[src/rtl/lsf_lut_rd_seq.sv]
// LUT read sequencer: turns one start address into BURST_LEN banked ROM reads and streams the tagged words out.
// Define LSF_LUT_RD_SEQ_OVERLAP_EN to let the next burst start straight after the current one with no gap.
module lsf_lut_rd_seq #(
  parameter int LUT_ADDR_WIDTH  = 12,
  parameter int ROM_INDEX_WIDTH = 3,
  parameter int BURST_LEN       = 8,
  parameter int ROM_LATENCY     = 2,
  parameter int DATA_WIDTH      = 18,
  parameter int ANGLE_WIDTH     = 15
) (
  input  logic                                      clk,
  input  logic                                      rst_n,
  input  logic                                      flush,
  input  logic                                      req_vld,
  output logic                                      req_rdy,
  input  logic [LUT_ADDR_WIDTH-1:0]                 req_start_addr,
  input  logic [ANGLE_WIDTH-1:0]                    req_angle,
  output logic                                      rom_rd_en,
  output logic [ROM_INDEX_WIDTH-1:0]                rom_sel,
  output logic [LUT_ADDR_WIDTH-ROM_INDEX_WIDTH-1:0] rom_rd_addr,
  input  logic [DATA_WIDTH-1:0]                     rom_rd_data,
  output logic                                      out_vld,
  output logic [DATA_WIDTH-1:0]                     out_data,
  output logic [$clog2(BURST_LEN)-1:0]              out_idx,
  output logic                                      out_last,
  output logic [ANGLE_WIDTH-1:0]                    out_angle,
  output logic                                      busy
);

  localparam int IDX_W = $clog2(BURST_LEN);
  localparam logic [IDX_W-1:0] LAST_K = IDX_W'(BURST_LEN - 1);

`ifdef LSF_LUT_RD_SEQ_OVERLAP_EN
  localparam bit OVERLAP = 1'b1;
`else
  localparam bit OVERLAP = 1'b0;
`endif

  typedef enum logic [1:0] {
    S_IDLE,
    S_ISSUE,
    S_DRAIN
  } state_t;

  typedef struct packed {
    logic                   vld;
    logic [IDX_W-1:0]       idx;
    logic                   last;
    logic [ANGLE_WIDTH-1:0] angle;
  } tag_t;

  state_t                    r_state;
  logic [IDX_W-1:0]          r_k;
  logic [LUT_ADDR_WIDTH-1:0] r_addr;
  logic [ANGLE_WIDTH-1:0]    r_angle;
  logic                      r_rd_en;
  logic                      r_req_rdy;

  tag_t                      r_tag [1:ROM_LATENCY];
  tag_t                      w_tag0;
  logic                      w_pipe_busy;
  logic                      w_accept;

  logic                      r_out_vld;
  logic [DATA_WIDTH-1:0]     r_out_data;
  logic [IDX_W-1:0]          r_out_idx;
  logic                      r_out_last;
  logic [ANGLE_WIDTH-1:0]    r_out_angle;

  // req_rdy is only raised in states where starting a burst is legal, so an accept always starts one.
  assign w_accept = req_vld & r_req_rdy & ~flush;

  // NOTE: all sequential state uses non-blocking assignments so every register samples pre-edge values.
  always_ff @(posedge clk or negedge rst_n) begin
    if (!rst_n) begin
      r_state   <= S_IDLE;
      r_k       <= '0;
      r_addr    <= '0;
      r_angle   <= '0;
      r_rd_en   <= 1'b0;
      r_req_rdy <= 1'b1;
    end else if (flush) begin
      r_state   <= S_IDLE;
      r_rd_en   <= 1'b0;
      r_req_rdy <= 1'b1;
    end else if (w_accept) begin
      r_state   <= S_ISSUE;
      r_k       <= '0;
      r_addr    <= req_start_addr;
      r_angle   <= req_angle;
      r_rd_en   <= 1'b1;
      r_req_rdy <= 1'b0;
    end else begin
      case (r_state)
        S_ISSUE: begin
          if (r_k != LAST_K) begin
            r_k       <= r_k + IDX_W'(1);
            r_addr    <= r_addr + LUT_ADDR_WIDTH'(1);
            r_rd_en   <= 1'b1;
            r_req_rdy <= OVERLAP && (r_k == LAST_K - IDX_W'(1));
          end else begin
            r_state   <= S_DRAIN;
            r_rd_en   <= 1'b0;
            r_req_rdy <= OVERLAP;
          end
        end
        S_DRAIN: begin
          if (!w_pipe_busy) begin
            r_state   <= S_IDLE;
            r_req_rdy <= 1'b1;
          end
        end
        default: begin
          r_state   <= S_IDLE;
          r_rd_en   <= 1'b0;
          r_req_rdy <= 1'b1;
        end
      endcase
    end
  end

  // Tag of the strobe currently on the ROM port; it travels with the read until the data returns.
  assign w_tag0 = '{vld: r_rd_en, idx: r_k, last: (r_k == LAST_K), angle: r_angle};

  always_comb begin
    w_pipe_busy = 1'b0;
    for (int i = 1; i <= ROM_LATENCY; i++) begin
      w_pipe_busy = w_pipe_busy | r_tag[i].vld;
    end
  end

  // NOTE: the tag pipe is a handful of flops, not a RAM, so it is reset like any other register.
  always_ff @(posedge clk or negedge rst_n) begin
    if (!rst_n) begin
      for (int i = 1; i <= ROM_LATENCY; i++) begin
        r_tag[i] <= '0;
      end
      r_out_vld   <= 1'b0;
      r_out_data  <= '0;
      r_out_idx   <= '0;
      r_out_last  <= 1'b0;
      r_out_angle <= '0;
    end else if (flush) begin
      for (int i = 1; i <= ROM_LATENCY; i++) begin
        r_tag[i] <= '0;
      end
      r_out_vld <= 1'b0;
    end else begin
      r_tag[1] <= w_tag0;
      for (int i = ROM_LATENCY; i >= 2; i--) begin
        r_tag[i] <= r_tag[i-1];
      end
      r_out_vld <= r_tag[ROM_LATENCY].vld;
      // Payload only moves on a valid beat so it holds between bursts.
      if (r_tag[ROM_LATENCY].vld) begin
        r_out_data  <= rom_rd_data;
        r_out_idx   <= r_tag[ROM_LATENCY].idx;
        r_out_last  <= r_tag[ROM_LATENCY].last;
        r_out_angle <= r_tag[ROM_LATENCY].angle;
      end
    end
  end

  assign req_rdy     = r_req_rdy;
  assign rom_rd_en   = r_rd_en;
  assign rom_sel     = r_addr[ROM_INDEX_WIDTH-1:0];
  assign rom_rd_addr = r_addr[LUT_ADDR_WIDTH-1:ROM_INDEX_WIDTH];
  assign out_vld     = r_out_vld;
  assign out_data    = r_out_data;
  assign out_idx     = r_out_idx;
  assign out_last    = r_out_last;
  assign out_angle   = r_out_angle;
  assign busy        = (r_state != S_IDLE) | w_pipe_busy;

endmodule

[config.mk]
export PLATFORM = sky130hd
export DESIGN_NAME = lsf_lut_rd_seq
export DESIGN_NICKNAME = d
export VERILOG_FILES = /design/src/rtl/lsf_lut_rd_seq.sv
export SDC_FILE = /design/constraint.sdc
export NUM_CORES = 1
export LEC_CHECK = 0
export CORE_UTILIZATION = 49
export DETAILED_ROUTE_END_ITERATION = 6
export GPL_TIMING_DRIVEN = 0
export PLACE_DENSITY = 0.9
export SYNTH_ARGS = -nofsm -noshare
export SYNTH_HDL_FRONTEND = slang
export SYNTH_SLANG_ARGS = --single-unit
[constraint.sdc]
create_clock -name clk -period 3.1 [get_ports clk]
set_input_delay 0.31 -clock clk [delete_from_list [all_inputs] [get_ports clk]]
set_output_delay 0.31 -clock clk [all_outputs]
set_load 0.03 [all_outputs]
==> flow_summary.ini <==
[run_status]
outcome = completed

[global_route]
grt_pass1_wl_um = 13100
grt-ovfl-total = 0
antenna_found_initial = 0
grt_max_degree = 75
gr-usage-all-layers_pct = 19.3
grt_pass1_vias = 2769

[route]
wire_per_inst_um = 14.4
vias_per_cell = 5.04
drc = 0
drt_first_pass_iters = 4
vias = 2830
wirelength_um = 8090
postRouteAntennaNets = 0
drtIter0Drc = 130

[final_layout]
syn2layout_area_growth_pct = 31.4
final_nets = 503
n_antenna_cell = 0
fillers = 624
drive_above_1_share_pct = 13.8
postLayoutCellArea_um2 = 5600

[logic_synthesis]
synth_cells = 338
yosysTopAreaCell = dfrtp_1
ys.flop_type = dfrtp_1
avgSynthCellArea_um2 = 12.6
yosysSeqAreaShare_pct = 65.8
synthArstFlopShare_pct = 100
synth.ff_latch_count = 112
ys_warn_count = 0
synth-edff-count = 0
synth_area_leaders = dfrtp_1 (65%), mux2_2 (10%), nor2b_1 (6.2%)
synth_cell_types = 37
synth_nets = 390
netlist_area_um2 = 4260
synth.top_cell.area_share_pct = 65.1

[place]
dp_hpwl_um = 5820
placed_cell_area_um2 = 5420
gp_congestion = 0.827
port_buffers = 100
post-place-ws_ns = 0.647

[timing]
drv_slew = 0
post-route-min-period_ns = 2.49
skew_ns = 0.0154
finalHoldViolCount = 0
worst_pin_slew_ns = 0.715
period_share_pct = 80.2
max_slew_margin_pct = 52.2
fmax_mhz = 402
hold-worst-slack_ns = 0.353
worst_slack_ns = 0.613
setup_viol = 0
rsz0062_at_grt = no

[clocking]
max-clock-path-buffers = 2
cts_buffers = 9
path_clk_slew_ns = 0.11
cts-root-buf = clkbuf_8
htree_levels = 3
clk_latency_ns = 0.36
cts_resized = 0
clock_sinks = 112
cts_tree = yes

[die]
die_area_um2 = 9080
ios = 102
die_w_um = 95.3
die_y_um = 95.3
placementRows = 33
core-area_um2 = 8300
start_util_pct = 51.4

[setup_path]
crit_type = flip-flop to flip-flop
cp.required_ns = 3.41
worstPathMaxFanout = 7
crit_path_start_kind = flip-flop
end_kind = flip-flop
cp_data_arrival_time_ns = 2.79

[pwr]
leakage_nw = 2.54
p_total_mw = 3.49
peakVddDrop_mv = 0.331
power_density_nw_per_um2 = 623

[worst_hold_path]
hp-class = input port to flip-flop

[flow_run]
drv_cap = 0
kinds of logic after synthesis:
logic type / count (synthesis) / share of synthesized area, %
simple gates: 138 / 16.7
flops: 112 / 65.8
mux: 38 / 10.0
compound gates: 22 / 3.52
buf+inv: 20 / 2.11
xor+xnor: 5 / 1.03
fa+ha+maj: 3 / 0.880
metrics by stage:
step           setup TNS [ns]  utilization, %  cells
6_report                    0            67.5    561
4_1_cts                     0            67.5    561
2_1_floorplan               0               -    338
3_3_place_gp          -252.07            65.0    543
5_1_grt                     0            67.5    561
3_5_place_dp                0            65.3    544
cells in the final DEF (no fill, tap or decap), drive strengths merged, types with 6 or more instances in the layout:
master         netlist  routed
buf                  4       6
clkbuf              12      22
clkdlybuf4s50        0      99
dfrtp              111     111
inv                  4       6
mux2                38      38
nand2               61      61
nand3                7       7
nor2                 8       8
nor2b               42      42
o21ai                7       7
flip-flops by register name, indices dropped and copies added, names as in the netlist:
signal and cells:
r_angle 15, out_last 1, out_data 18, r_state 2
r_k 3, r_addr 12, r_tag 40, out_angle 15
out_vld 1, rom_rd_en 1, out_idx 3, req_rdy 1
area by class of cell:
type                       count  area (um2)  share of cell area [%]
sequential                   112        2800                    50.1
multi-input combinational    206        1370                    24.5
timing repair buffer         102        1040                    18.5
tap                          105         131                    2.35
clock buffer                  10         128                    2.28
buffer                        16        75.1                    1.34
clock inverter                 6        42.5                   0.759
inverter                       4        15.0                   0.268
report_power, final:
group          switching, mW  internal (mW)  total, mW
Clock                  0.472          0.296      0.768
Sequential             0.130           1.67       1.79
Combinational          0.487          0.437      0.924
worst max-delay path, stage by stage, from the launching register on:
cell and delay, ns:
dfrtp_1 0.42, ha_1 0.20, ha_1 0.23, or4b_4 0.53
buf_6 0.15, or3_4 0.40, or4_1 0.41, nand3_1 0.08
cell usage after synthesis (all sizes together) (2+ instances only):
cell	count
o21ai	7
nand4	4
mux2	38
nor4b	2
or4	2
buf	4
nor2	8
o221a	2
a22o	2
a31oi	2
a21oi	3
nand2b	2
ha	3
nand3	7
inv	4
nor4	2
nand2	61
dfrtp	111
or3	4
xnor2	4
a22oi	2
clkbuf	12
nor2b	42
metal layers:
layer	wire length, um	GRT usage, %	up-vias
met4	87	7.83	0
met2	4100	32.2	113
met3	594	5.74	7
met1	3310	23.4	1355
met5	0	0	-
li1	-	-	1355
worst paths after layout:
check                           from  cells after the start  slack, ns      endpoint
min in group asynchronous      rst_n                      2       0.46     r_addr[0]
hold / removal                 flush                      4       0.35     r_addr[1]
max in group asynchronous      rst_n                      3       1.91  out_angle[4]
setup / recovery              r_k[0]                      7       0.61     r_addr[7]
setup reg to reg              r_k[0]                      7       0.61     r_addr[7]
hold reg to reg            r_tag[29]                      1       0.46      r_tag[9]
timing repair:
action | in CTS | in global routing
endpoints found under the hold margin | 37 | 0
hold buffers | 1 | 0
buffers inserted | 0 | 0
setup endpoints to repair | 0 | 0
No activity file was read; power rests on OpenSTA's default activity.
